`src/rtl/counter_sequencer.sv`:
```
// counter_sequencer
//   Upstream controller for the counter block. One accepted go request becomes
//   N back-to-back counter runs: pulse counter start, wait for enabled, wait for
//   a qualified done, insert an idle gap, repeat. Reports progress (run_index),
//   completion (finished) and a stalled counter (timeout).
//
// Ports
//   clock_i            system clock, rising edge
//   reset_i            synchronous, active-high
//   go_i               request; only looked at in IDLE (level or pulse)
//   runs_i             run count, captured when go is accepted
//   counter_done_i     counter done
//   counter_enabled_i  counter enabled
//   counter_start_o    counter start, one-cycle pulse
//   busy_o             high from go acceptance until return to IDLE
//   run_index_o        completed runs in the current request
//   finished_o         one-cycle pulse, all runs completed
//   timeout_o          one-cycle pulse, watchdog abort
module counter_sequencer #(
  parameter int RUN_WIDTH      = 4,
  parameter int GAP_CYCLES     = 2,
  parameter int TIMEOUT_CYCLES = 1024,
  parameter int TIMER_WIDTH    = 11
) (
  input  logic                 clock_i,
  input  logic                 reset_i,
  input  logic                 go_i,
  input  logic [RUN_WIDTH-1:0] runs_i,
  input  logic                 counter_done_i,
  input  logic                 counter_enabled_i,
  output logic                 counter_start_o,
  output logic                 busy_o,
  output logic [RUN_WIDTH-1:0] run_index_o,
  output logic                 finished_o,
  output logic                 timeout_o
);

  typedef enum logic [2:0] {
    S_IDLE,
    S_LAUNCH,
    S_WAIT_EN,
    S_WAIT_DONE,
    S_GAP,
    S_FINISH
  } state_e;

  // A zero gap still leaves one cycle with start low so the counter can clear done.
  localparam int                     GAP_EFF  = (GAP_CYCLES < 1) ? 1 : GAP_CYCLES;
  localparam logic [TIMER_WIDTH-1:0] GAP_LAST = TIMER_WIDTH'(GAP_EFF - 1);
  localparam bit                     WDOG_EN  = (TIMEOUT_CYCLES > 0);
  localparam logic [TIMER_WIDTH-1:0] TO_LAST  =
    TIMER_WIDTH'(WDOG_EN ? TIMEOUT_CYCLES - 1 : 0);

  state_e                 state_q;
  logic [RUN_WIDTH-1:0]   runs_q;
  logic [RUN_WIDTH-1:0]   run_index_q;
  logic [TIMER_WIDTH-1:0] timer_q;
  logic                   start_q;
  logic                   busy_q;
  logic                   finished_q;
  logic                   timeout_q;

  logic [RUN_WIDTH-1:0]   idx_d;
  logic [TIMER_WIDTH-1:0] timer_d;
  logic                   done_ok;
  logic                   timer_exp;

  // done may still be high from the previous run while the new run is enabled,
  // so completion needs enabled to have dropped as well.
  assign done_ok   = counter_done_i && !counter_enabled_i;
  assign idx_d     = run_index_q + RUN_WIDTH'(1);
  // Saturating increment: the timer never wraps.
  assign timer_d   = (timer_q == {TIMER_WIDTH{1'b1}}) ? timer_q : timer_q + TIMER_WIDTH'(1);
  assign timer_exp = WDOG_EN && (timer_q == TO_LAST);

  always_ff @(posedge clock_i) begin
    if (reset_i) begin
      state_q     <= S_IDLE;
      runs_q      <= '0;
      run_index_q <= '0;
      timer_q     <= '0;
      start_q     <= 1'b0;
      busy_q      <= 1'b0;
      finished_q  <= 1'b0;
      timeout_q   <= 1'b0;
    end else begin
      // Pulse outputs default low every cycle.
      start_q    <= 1'b0;
      finished_q <= 1'b0;
      timeout_q  <= 1'b0;
      case (state_q)
        S_IDLE: begin
          if (go_i) begin
            if (runs_i != '0) begin
              runs_q      <= runs_i;
              run_index_q <= '0;
              busy_q      <= 1'b1;
              start_q     <= 1'b1;
              state_q     <= S_LAUNCH;
            end else begin
              finished_q <= 1'b1;
            end
          end
        end
        S_LAUNCH: begin
          timer_q <= '0;
          state_q <= S_WAIT_EN;
        end
        S_WAIT_EN: begin
          // Exit is tested before expiry so it wins a same-cycle tie.
          if (counter_enabled_i) begin
            timer_q <= '0;
            state_q <= S_WAIT_DONE;
          end else if (timer_exp) begin
            timeout_q <= 1'b1;
            busy_q    <= 1'b0;
            state_q   <= S_IDLE;
          end else begin
            timer_q <= timer_d;
          end
        end
        S_WAIT_DONE: begin
          if (done_ok) begin
            run_index_q <= idx_d;
            if (idx_d == runs_q) begin
              finished_q <= 1'b1;
              state_q    <= S_FINISH;
            end else begin
              timer_q <= '0;
              state_q <= S_GAP;
            end
          end else if (timer_exp) begin
            timeout_q <= 1'b1;
            busy_q    <= 1'b0;
            state_q   <= S_IDLE;
          end else begin
            timer_q <= timer_d;
          end
        end
        S_GAP: begin
          if (timer_q >= GAP_LAST) begin
            start_q <= 1'b1;
            state_q <= S_LAUNCH;
          end else begin
            timer_q <= timer_d;
          end
        end
        S_FINISH: begin
          busy_q  <= 1'b0;
          state_q <= S_IDLE;
        end
        default: begin
          busy_q  <= 1'b0;
          state_q <= S_IDLE;
        end
      endcase
    end
  end

  assign counter_start_o = start_q;
  assign busy_o          = busy_q;
  assign run_index_o     = run_index_q;
  assign finished_o      = finished_q;
  assign timeout_o       = timeout_q;

endmodule

```
`config.mk`:
```
export PLATFORM = sky130hd
export DESIGN_NAME = counter_sequencer
export DESIGN_NICKNAME = d
export VERILOG_FILES = /design/src/rtl/counter_sequencer.sv
export SDC_FILE = /design/constraint.sdc
export NUM_CORES = 1
export LEC_CHECK = 0
export ABC_CLOCK_PERIOD_IN_PS = 4650
export BUFFER_PORTS_ARGS = -buffer_cell sky130_fd_sc_hd__buf_2
export CORE_ASPECT_RATIO = 0.8
export CORE_MARGIN = 3
export CORE_UTILIZATION = 62
export DETAILED_ROUTE_END_ITERATION = 7
export HOLD_SLACK_MARGIN = 0.06
export PLACE_DENSITY = 0.84
export SLEW_MARGIN = 10
export SYNTH_ARGS = -nofsm -noshare
export SYNTH_HDL_FRONTEND = slang
export SYNTH_SLANG_ARGS = --single-unit
```
`constraint.sdc`:
```
create_clock -name clock_i -period 4.65 [get_ports clock_i]
set_clock_uncertainty 0.2 [all_clocks]
set_input_delay 0.465 -clock clock_i [delete_from_list [all_inputs] [get_ports clock_i]]
set_output_delay 0.465 -clock clock_i [all_outputs]
set_load 0.02 [all_outputs]
```
== Word-level counts from Yosys, hierarchy flattened ==
Cells that the tools add are included.
Operators by class
  multipliers: 0
  reductions and logical operators: 12
  eq/ne operators: 15
  divide/modulo/power cells: 0
  magnitude comparators: 1
  multiplexer cells: 38
  add/sub/neg operators: 2
  bitwise operators: 1
  shifts and indexed selects: 0
Operators with widths (number)
  11-bit 2-to-1 mux: 6
  11-bit case mux with 4 select lines: 1
  3-bit 2-to-1 mux: 6
  1-bit 2-to-1 mux: 16
  3-bit case mux with 5 select lines: 1
  2-bit inequality test (second input constant): 7
  4-bit 2-to-1 mux: 3
  11-bit by 1-bit adder with 11-bit output (second input constant): 1
  11-bit by 10-bit == test with 1-bit output (second input constant): 1
  11-bit == test (second input constant): 1
  11-bit by 1-bit greater-or-equal comparator with 1-bit output (second input constant): 1
  3-bit AND reduction: 3
  4-bit case mux with 2 select lines: 1
  4-bit nonzero test: 2
  3-bit by 2-bit == test with 1-bit output (second input constant): 2
  1-bit case mux with 2 select lines: 3
  5-bit AND reduction: 1
  4-bit by 1-bit adder with 4-bit output (second input constant): 1
  4-bit == test: 1
  1-bit case mux with 4 select lines: 1
  4-bit AND reduction: 1
  3-bit by 1-bit == test with 1-bit output (second input constant): 1
  3-bit == test (second input constant): 1
  3-bit logical NOT: 1
  other kinds (6): 6
Storage, ports and cells
  latch bits: 0
  ROM bits: 0
  bits in registers: 26
  logic and storage cells: 77
  memories kept: 0
  bits in writable memories: 0
  output and inout port bits: 8

== Longest topological paths before layout ==
  word-level depth: 5
  gate-level depth with buffers: 9
  gate-level depth less buffers: 8

== Least setup slack after synthesis ==
OpenSTA, ideal clock, no wires.
  path kind: reg2reg
  start point: reg run_index_q[0], in the netlist run_index_o[0]
  end point: reg timer_q[0]
  setup time: 0.071 ns
  stages on the path, launching flop included: 8
  arrival: 1.838 ns
  period minus slack after synthesis: 2.109 ns
  slack: 2.541 ns
  path through: dfxtp_1 > ha_1 > xor2_1 > xnor2_1 > nand4_2 > nand2_2 > or4b_1 > a21oi_1
Between the ends
  word-level cells in the longest chain between the ends: 4
Ends and longest elaborated chain
  from (decl): RTL line 56  | logic [RUN_WIDTH-1:0] run_index_q;
  from (signal assigned): RTL line 124  | run_index_q <= idx_d;
  4-bit by 1-bit adder with 4-bit output: RTL line 71  | assign idx_d = run_index_q + RUN_WIDTH'(1);
  4-bit == test: RTL line 125  | if (idx_d == runs_q) begin
  3-bit inequality test (no line)
  3-bit AND reduction (no line)
  to (signal assigned): RTL line 119  | timer_q <= timer_d;
  to (signal assigned): RTL line 137  | timer_q <= timer_d;
  to (signal assigned): RTL line 145  | timer_q <= timer_d;
  to (decl): RTL line 57  | logic [TIMER_WIDTH-1:0] timer_q;
No other way between the ends.
A chain may end at the register's enable or synchronous reset.

== Worst setup path in the final report ==
  start point: reg timer_q[0]
  end point: reg timer_q[7]
Between the ends
  word-level cells in the longest chain between the ends: 5
  elaborated cells on any way between the ends: 12
  those cells by class: add/sub: 1; order compare: 1; eq/ne: 3; mux: 6; reduce/logical: 1
Ends and longest elaborated chain
  11-bit by 1-bit adder with 11-bit output or 11-bit == test (tied branches): RTL line 73  | assign timer_d = (timer_q == {TIMER_WIDTH{1'b1}}) ? timer_q : timer_q + TIMER_WIDTH'(1);
  11-bit 2-to-1 mux: RTL line 73
  11-bit 2-to-1 mux: RTL line 114, 132
  11-bit 2-to-1 mux (on tied branches): RTL line 123, 111
  11-bit case mux with 4 select lines: RTL line 91  | case (state_q)
Several ways; a longest one is shown, not always the timed one. The select of a mux whose other input is x is not followed.

==> impl_metrics.py <==
metrics = {
    "run_status": {
        "run_status": "finished, final reports clean",
    },
    "cells_and_area": {
        "finish.cell_count_without_fillers": 235,
        "finalInstanceArea_um2": 1685,
        "nets": 214,
        "insertedDiodeCount": 0,
        "flow.area_growth_from_synthesis_pct": 8.542,
        "layout-drive-gt1-share": 0.1891,
    },
    "route": {
        "avgViaCountPerCell": 6.323,
        "total_length_of_routed_wires_um": 3696,
        "routed-via-count": 1486,
        "drcViolationCount": 0,
        "drt.antenna.violating_nets": 0,
        "route.detailed.wl_per_inst_um": 15.73,
        "first_iter_violations": 134,
        "detailedRoute.firstPassIterationCount": 4,
    },
    "critical_path": {
        "timing.critical_path.from": "timer_q[0]",
        "reg2regPathDepth": 6,
        "start_kind": "flip-flop",
        "path_cells": "ha_1, nand4_1, nor2_2, nand4_2, a31o_1, a211oi_1",
        "slowest_delay_ns": 0.48,
        "critPathArrivalTime_ns": 2.42,
        "r2r_slack_ns": 2.27,
        "worstSetupEndpointType": "flip-flop",
        "crit_path_max_fanout": 7,
        "critical-path-slowest-cell": "dfxtp_1",
        "cp_data_required_time_ns": 4.70,
        "criticalPathCategory": "flip-flop to flip-flop",
        "r2r_start": "timer_q[0]",
        "worst_r2r_endpoint": "timer_q[7]",
    },
    "grt": {
        "global_route.overflow_total": 0,
        "globalRouteTotalUtil": 0.2658,
        "number_of_antenna_violations_at_the_first_check_in_global_routing": 0,
        "grt_pass1_wl_um": 6292,
        "grt_max_degree": 24,
        "grt_pass1_vias": 1374,
    },
    "synthesis": {
        "synth_area_leader_cell": "dfxtp_1",
        "postSynthNetCount": 199,
        "yosys.cell_types.count": 61,
        "yosys_register_bits": 26,
        "synthesized_instance_count": 187,
        "yosys_top_cell_area_share": 0.3352,
        "synth-async-reset-ratio": 0,
        "post_synth.cell_area_avg_um2": 8.303,
        "post_synth_instance_area_um2": 1553,
        "post_synth_main_area_contributors": "dfxtp_1, nand2_1, a21oi_1, o21ai_0, nor2_1",
        "synth_ff_type": "dfxtp_1",
        "synth-warning-count": 0,
        "synth-seq-area-share": 0.3352,
        "synth_enable_flop_cells": 0,
    },
    "timing": {
        "timing.final.max_slew_violations": 0,
        "finalCriticalPeriod_ns": 2.375,
        "max_freq_mhz": 421.0,
        "finalHoldViolations": 0,
        "timing.final.setup_violations": 0,
        "period_share": 0.5108,
        "worst-slew-pin-transition_ns": 0.5822,
        "timing.hold.ws_ns": 0.1707,
        "finalSetupTns_ns": 0,
        "rsz_0062_raised_after_global_routing": "false",
        "slew-limit-headroom": 0.6113,
    },
    "clocking": {
        "tritoncts": "yes",
        "cts_max_level": 1,
        "cts_post_setup_buffers_inserted": 0,
        "post_cts_hold_buffers": 0,
        "path_clk_slew_ns": 0.16,
        "post_cts_resized": 0,
        "clock_latency_ns": 0.34,
        "cts_made_buffers": 3,
        "clock_tree.root_cell": "clkbuf_4",
        "clock_tree.buffer_depth": 2,
        "clkSinkCount": 26,
    },
    "floorplanning": {
        "boundaryPins": 17,
        "die_width_um": 61.95,
        "floorplan.initialDensity": 0.6837,
        "placeableCoreArea_um2": 2271,
        "die_height_um": 50.76,
        "floorplan.rows": 15,
        "overall_die_area_um2": 3145,
    },
    "placement": {
        "finalWeightedCongestion": 0.8392,
        "place_area_um2": 1633,
        "port-buffer-count": 16,
        "placedCellCount": 231,
        "hpwlAfterDp_um": 2736,
    },
    "min_path": {
        "hold_path.startpoint": "runs_i[1]",
        "min_path_type": "input pin to flip-flop",
        "hold_end": "runs_q[1]",
        "timing.hold.worst_path_depth": 3,
    },
    "run": {
        "maxCapViolCount": 0,
    },
    "pwr": {
        "peakVddDrop_mv": 0.2120,
        "pd_cells_nw_per_um2": 297.7,
        "leakage_power_nw": 0.6766,
    },
}
cell usage after synthesis (2+ instances only):
cell type   n
dfxtp_1    26
nand2_1    22
nor2_1     17
a21oi_1    16
o21ai_0    13
inv_1       6
nand3_1     5
nor4_1      5
a31oi_1     4
xnor2_1     4
a211oi_1    3
and3_1      3
ha_1        3
nor3_1      3
a21o_1      2
a22oi_1     2
and2_1      2
buf_6       2
nand2b_1    2
nand4_1     2
nand4_2     2
nor2b_1     2
o21ai_1     2
xor2_1      2
layout make-up:
class | count | area, um2
Tap cell | 34 | 42.54
Sequential cell | 26 | 520.5
Fill cell | 182 | 585.6
Multi-Input combinational cell | 149 | 967.2
Clock inverter | 1 | 30.03
Timing Repair Buffer | 16 | 80.08
Clock buffer | 3 | 22.52
Inverter | 6 | 22.52
layer usage:
layer	up-vias	GRT usage	routed length, um
li1	716	-	-
met1	708	0.3665	1729
met2	60	0.4017	1691
met3	2	0.07455	257
met4	0	0.06714	17
met5	-	0	0
flip-flops by register name (all words and copies together), names as in the netlist:
name             count
runs_q               4
finished_o           1
counter_start_o      1
state_q              3
run_index_o          4
timer_q             11
timeout_o            1
busy_o               1
kinds of logic (layout without fill, tap and decap cells):
logic type	count (synthesis)	in the layout	synth area share
compound gates	56	56	0.2377
xor+xnor	6	6	0.03384
fa+ha+maj	3	3	0.02418
buf+inv	12	26	0.04189
flops	26	26	0.3352
simple gates	84	84	0.3272
through the flow:
step / setup WS [ns] / utilization / power (W)
floorplan: 2.541 / - / 0.0003248
global placement: 2.484 / 0.7190 / 0.0003399
detailed placement: 2.368 / 0.7190 / 0.0003442
CTS: 2.362 / 0.7421 / 0.0005002
global route: 2.175 / 0.7421 / 0.0005278
finish: 2.275 / 0.7421 / 0.0005017
worst max-delay path by stage:
stage                                end  slack, ns  cells past startpoint
after floorplan               timer_q[0]       2.54                      7
after global placement    run_index_o[1]       2.48                      7
after detailed placement  run_index_o[1]       2.37                      7
after CTS                     timer_q[7]       2.36                      6
after global routing          timer_q[8]       2.18                      7
final                         timer_q[7]       2.27                      6
worst max-delay path, delay by kind of cell, from the launching register on:
kind | cells | cell delay [ns]
AOI/OAI and AO/OA | 2 | 0.51
DFF | 1 | 0.48
adders and majority gates | 1 | 0.27
and+or+nand+nor | 3 | 0.82
report_power, final:
group | switching, W | internal, W | total [W]
Combinational | 0.0000591 | 0.0000365 | 0.0000956
Sequential | 0.0000149 | 0.000231 | 0.000246
Clock | 0.0000726 | 0.0000873 | 0.000160
cell usage in the layout, fill, tap and decap left out, types with 2 or more instances in the layout:
| cell | instances |
|---|---|
| and2_1 | 2 |
| a22oi_1 | 2 |
| a21o_1 | 2 |
| xor2_1 | 2 |
| clkbuf_4 | 3 |
| dfxtp_1 | 26 |
| nand4_2 | 2 |
| and3_1 | 3 |
| a21oi_1 | 16 |
| ha_1 | 3 |
| a211oi_1 | 3 |
| nor4_1 | 5 |
| o21ai_0 | 13 |
| o21ai_1 | 2 |
| nor2b_1 | 2 |
| nand2_1 | 22 |
| nor3_1 | 3 |
| inv_1 | 6 |
| nand4_1 | 2 |
| buf_2 | 16 |
| nor2_1 | 17 |
| a31oi_1 | 4 |
| xnor2_1 | 4 |
| nand3_1 | 5 |
| nand2b_1 | 2 |
(Power assumes the default switching activity.)
